===== config.mk =====
export PLATFORM = sky130hd
export DESIGN_NAME = variable_node_unit
export DESIGN_NICKNAME = d
export VERILOG_FILES = /design/src/rtl/variable_node_unit.sv
export SDC_FILE = /design/constraint.sdc
export NUM_CORES = 1
export LEC_CHECK = 0
export BUFFER_PORTS_ARGS = -buffer_cell sky130_fd_sc_hd__buf_2
export CAP_MARGIN = 20
export CORE_MARGIN = 2
export CORE_UTILIZATION = 61
export DETAILED_ROUTE_END_ITERATION = 6
export PLACE_DENSITY = 0.85
export SETUP_SLACK_MARGIN = 0.15
export SLEW_MARGIN = 20
export SYNTH_ARGS = -nofsm -noshare
export SYNTH_HDL_FRONTEND = slang
export SYNTH_SLANG_ARGS = --single-unit

===== constraint.sdc =====
create_clock -name clk -period 4.35 [get_ports clk]
set_input_delay 0.435 -clock clk [delete_from_list [all_inputs] [get_ports clk]]
set_output_delay 0.435 -clock clk [all_outputs]
set_load 0.005 [all_outputs]

===== src/rtl/variable_node_unit.sv =====
// Variable node PE of the LDPC decoder: holds one channel LLR, sums it with
// DV check messages and returns per-edge extrinsic messages through a
// two-stage pipeline, counting iterations until MAX_ITER is reached.
// With USE_PHI=1 the 4-bit output magnitude is round(4*phi(m/4)), where
// phi(x) = -ln(tanh(x/2)) and m = min(|ext|,63); phi(0) saturates to 15.
module variable_node_unit #(
    parameter int unsigned DV       = 3,
    parameter int unsigned MAX_ITER = 8,
    parameter int unsigned USE_PHI  = 1
) (
    input  logic                clk,
    input  logic                rst,
    input  logic                en,
    input  logic                load,
    input  logic [4:0]          llr_in,
    input  logic [DV-1:0][4:0]  Y,
    output logic [DV-1:0][5:0]  X,
    output logic                hd,
    output logic [7:0]          iter_cnt,
    output logic                done
);

    localparam int unsigned SW = $clog2(15 * (DV + 1)) + 2;

    // sign-magnitude to two's complement; -0 maps to 0
    function automatic logic signed [SW-1:0] sm_to_tc(input logic [4:0] v);
        logic signed [SW-1:0] m;
        m = SW'(v[3:0]);
        return v[4] ? -m : m;
    endfunction

    // quantised phi table, 6-bit magnitude in, 4-bit magnitude out
    function automatic logic [3:0] phi_lut(input logic [5:0] m);
        logic [3:0] r;
        case (m)
            6'd0:    r = 4'd15;
            6'd1:    r = 4'd8;
            6'd2:    r = 4'd6;
            6'd3:    r = 4'd4;
            6'd4:    r = 4'd3;
            6'd5,
            6'd6:    r = 4'd2;
            6'd7,
            6'd8,
            6'd9,
            6'd10,
            6'd11:   r = 4'd1;
            default: r = 4'd0;
        endcase
        return r;
    endfunction

    logic [4:0]           llr_reg;
    logic                 v1;
    logic signed [SW-1:0] y_c     [DV];
    logic signed [SW-1:0] y_r     [DV];
    logic signed [SW-1:0] total_c;
    logic signed [SW-1:0] total_r;
    logic [DV-1:0][5:0]   x_c;
    logic                 hd_c;
    logic [7:0]           iter_nxt;

    // stage-1 datapath: convert check messages and form the node total
    always_comb begin
        total_c = sm_to_tc(llr_reg);
        for (int i = 0; i < DV; i++) begin
            y_c[i]  = sm_to_tc(Y[i]);
            total_c = total_c + y_c[i];
        end
    end

    // stage-2 datapath: extrinsic value, sign and saturated/LUT magnitude per edge
    always_comb begin
        logic signed [SW-1:0] ext;
        logic [SW-1:0]        abs_v;
        logic [3:0]           mag;
        hd_c = (total_r < 0);
        x_c  = '0;
        for (int i = 0; i < DV; i++) begin
            ext   = total_r - y_r[i];
            abs_v = (ext < 0) ? SW'(-ext) : SW'(ext);
            if (USE_PHI != 0)
                mag = phi_lut((abs_v > SW'(63)) ? 6'd63 : abs_v[5:0]);
            else
                mag = (abs_v > SW'(15)) ? 4'hF : abs_v[3:0];
            x_c[i] = {hd_c, (ext < 0), mag};
        end
        iter_nxt = (iter_cnt == 8'hFF) ? iter_cnt : iter_cnt + 8'd1;
    end

    // pipeline, iteration counter and done flag; load restarts, done freezes
    always_ff @(posedge clk or posedge rst) begin
        if (rst) begin
            llr_reg  <= '0;
            v1       <= 1'b0;
            total_r  <= '0;
            for (int i = 0; i < DV; i++) y_r[i] <= '0;
            X        <= '0;
            hd       <= 1'b0;
            iter_cnt <= '0;
            done     <= 1'b0;
        end else if (load) begin
            llr_reg  <= llr_in;
            v1       <= 1'b0;
            X        <= '0;
            hd       <= 1'b0;
            iter_cnt <= '0;
            done     <= 1'b0;
        end else if (en && !done) begin
            for (int i = 0; i < DV; i++) y_r[i] <= y_c[i];
            total_r <= total_c;
            v1      <= 1'b1;
            if (v1) begin
                X        <= x_c;
                hd       <= hd_c;
                iter_cnt <= iter_nxt;
                done     <= (iter_nxt == 8'(MAX_ITER));
            end
        end
    end

endmodule


==> results.yml <==
sta:
  period_share_pct: 83.21
  finalSetupViolations: 0
  relSlewSlack_pct: 43.48
  fin_worst_skew_ns: 0.01855
  min_period_ns: 3.620
  worst_pin_slew_ns: 0.8453
  hold_viol: 0
  rsz0062_at_grt: "no"
  fin_hold_ws_ns: 0.2822
  fmax_mhz: 276.3
  setup_ws_ns: 0.7302
  finalMaxSlewViolations: 0
  tns_ns: 0
worst_setup_path:
  cp.required_ns: 4.58
  reg2reg_from: "total_r[0]$_DFFE_PP0P_"
  critPathMaxStageDelay_ns: 0.44
  r2r_cells: 15
  worstSetupPathType: "flop to flop"
  rrSetupSlack_ns: 0.73
  crit_chain: "inv_1, ha_1, inv_1, fa_1, a211oi_2, o21bai_1, a21oi_1, xor2_1, o2111a_1, nor3_1, nand2b_1, ha_1, inv_1, a211o_1, a32o_1"
  r2r_end: "X[0]$_DFFE_PP0P_"
  worst_path_max_delay_cell: "fa_1"
  path_max_fanout: 5
  crit_family: "compound AO/OA/AOI/OAI gates"
  worst-path-buf-inv: 3
  start_kind: "flop"
  cp-end-kind: "flop"
  cp_common_cell: "inv_1"
  arrival_ns: 3.85
synth:
  synthCells: 607
  synth_top_area_share_pct: 27.75
  ys_seq_area_share_pct: 27.75
  ys_warn_count: 0
  synth_area_per_cell_um2: 8.913
  netlist_area_mm2: 0.005410
  synth_seq_cells: 60
  synth_area_leaders: "dfrtp_1 (28%), ha_1 (10%), fa_1 (5.9%)"
  synth_cell_types: 83
  async_flop_share_pct: 100.0
  synth_edf_count: 0
  syn_nets: 692
  synth_flop_cell: "dfrtp_1"
  synth.largest_area_cell: "dfrtp_1"
cts:
  htree_levels: 3
  clkSinkCount: 60
  cts.clk_slew.worst_paths_ns: 0.09
  numCtsBuffers: 9
  cts_root_buf: "clkbuf_8"
  cts_buffer_depth: 2
  cts_resized: 0
  cts_setup_buffers: 0
  cts_hold_buf: 0
  cts_tree: "built"
  insertion_delay_ns: 0.35
global_route:
  grt.overflow.total: 0
  first_global_vias: 4613
  grt_pass1_wl_um: 21200
  grt_max_degree: 61
  track_usage_pct: 26.93
  antenna_found_initial: 0
layout:
  multi_input_area_mm2: 0.003561
  largest_registers: "y_r (21), X (16)"
  drive_gt1_share_pct: 17.13
  seqCellArea_mm2: 0.001501
  syn2layout_area_growth_pct: 9.320
  final_cell_mix: "inv_1 (65), nand2_1 (61), dfrtp_1 (60)"
  final_common_cell: "inv_1"
  max_flop_register: "y_r"
  fill_cells: 713
  largest_reg_flops: 21
  nets: 734
  n_antenna_cell: 0
floorplanning:
  start_util_pct: 62.34
  num_io_pins: 52
  die_y_um: 98.18
  chipWidth_um: 98.18
  fp-row-count: 34
  dieArea_mm2: 0.009638
  coreArea_mm2: 0.008678
detailed_routing:
  wl_um: 12420
  via_per_inst: 5.996
  drc: 0
  dr.pass1.iters: 6
  routedWlPerCell_um: 16.30
  ant_nets: 0
  vias: 4569
  drt-initial-drc-count: 254
pwr:
  power_w: 0.004592
  ir_drop_mv: 0.2933
  leakagePower_nw: 2.794
  power_density_mw_per_mm2: 776.5
status:
  status: "complete, no violations"
place:
  dpl_worst_slack_ns: 0.4678
  port_buffers: 51
  place_congestion: 0.8954
  hpwl_um: 9554
min_path:
  hold_path_class: "input port to asynchronous set/reset pin"
run:
  drv_cap: 0
==> worst max-delay path by stage <==
stage,from,end,slack (ns),cells after the start
after floorplan,Y[0],total_r[7]$_DFFE_PP0P_,0.92,18
after CTS,total_r[0]$_DFFE_PP0P_,X[0]$_DFFE_PP0P_,0.75,15
after detailed placement,Y[0],total_r[7]$_DFFE_PP0P_,0.47,16
final,total_r[0]$_DFFE_PP0P_,X[0]$_DFFE_PP0P_,0.73,15
after global placement,Y[5],total_r[7]$_DFFE_PP0P_,0.66,16
after global routing,total_r[0]$_DFFE_PP0P_,X[0]$_DFFE_PP0P_,0.48,15
==> cell families (layout without fill, tap and decap cells) <==
group | count (synthesis) | after routing | synth area share [%]
AND/OR/NAND/NOR | 176 | 176 | 16.35
adder cells (fa/ha/maj) | 61 | 61 | 16.33
buffers and inverters | 88 | 135 | 6.522
multiplexers | 18 | 18 | 3.515
flip-flops | 60 | 60 | 27.75
AO/OA/AOI/OAI | 161 | 161 | 20.84
XOR/XNOR | 43 | 43 | 8.696
==> through the flow <==
step / std cells / util [%] / area, um^2
2_1_floorplan: 607 / - / 5410
3_3_place_gp: 746 / 65.86 / 5715
3_5_place_dp: 746 / 65.86 / 5715
6_report: 762 / 68.15 / 5914
4_1_cts: 762 / 68.15 / 5914
5_1_grt: 762 / 68.15 / 5914
==> power by group <==
part | internal, W | switching, W
Combinational | 0.00140 | 0.00192
Clock | 0.000267 | 0.000257
Sequential | 0.000642 | 0.000101
==> layout make-up <==
class                           count  area share [%]
Clock inverter                      7           1.269
Tap cell                          108           2.285
Timing Repair Buffer               53           4.569
Clock buffer                        9           2.094
Multi-Input combinational cell    459           60.21
Inverter                           66           4.189
Sequential cell                    60           25.39
==> per-layer routing <==
metal | routed length (um) | track usage, % | part of all wire (%)
met1 | 5480 | 34.82 | 44
met2 | 6129 | 47.15 | 49
met3 | 536 | 3.078 | 4.3
met4 | 273 | 9.168 | 2.2
met5 | 0 | 0 | 0
==> worst min-delay path, stage by stage <==
cell and delay, ns:
buf_2 0.10, inv_2 0.03, buf_4 0.59
==> Yosys cell counts (all sizes together), types with 3 or more instances <==
library cell  instances
o2111ai               5
mux2                  8
o21ai                49
nor3                 13
or2                   3
a211oi                7
a21oi                28
and2                  5
a21boi                6
buf                   6
fa                   16
o31a                  5
nand3                10
nor3b                 3
a32o                  6
ha                   45
nor2b                 4
and3                  3
xnor2                31
o41ai                 4
nand4                 6
o21bai                4
o31ai                 3
a21o                  8
dfrtp                60
mux2i                10
or3                   4
o2bb2ai               3
o21a                  7
nand3b                3
xor2                 12
nand2b               11
nor2                 39
nand2                61
clkbuf               16
inv                  66
o211ai                7
Power figures use the tool's default switching activity.
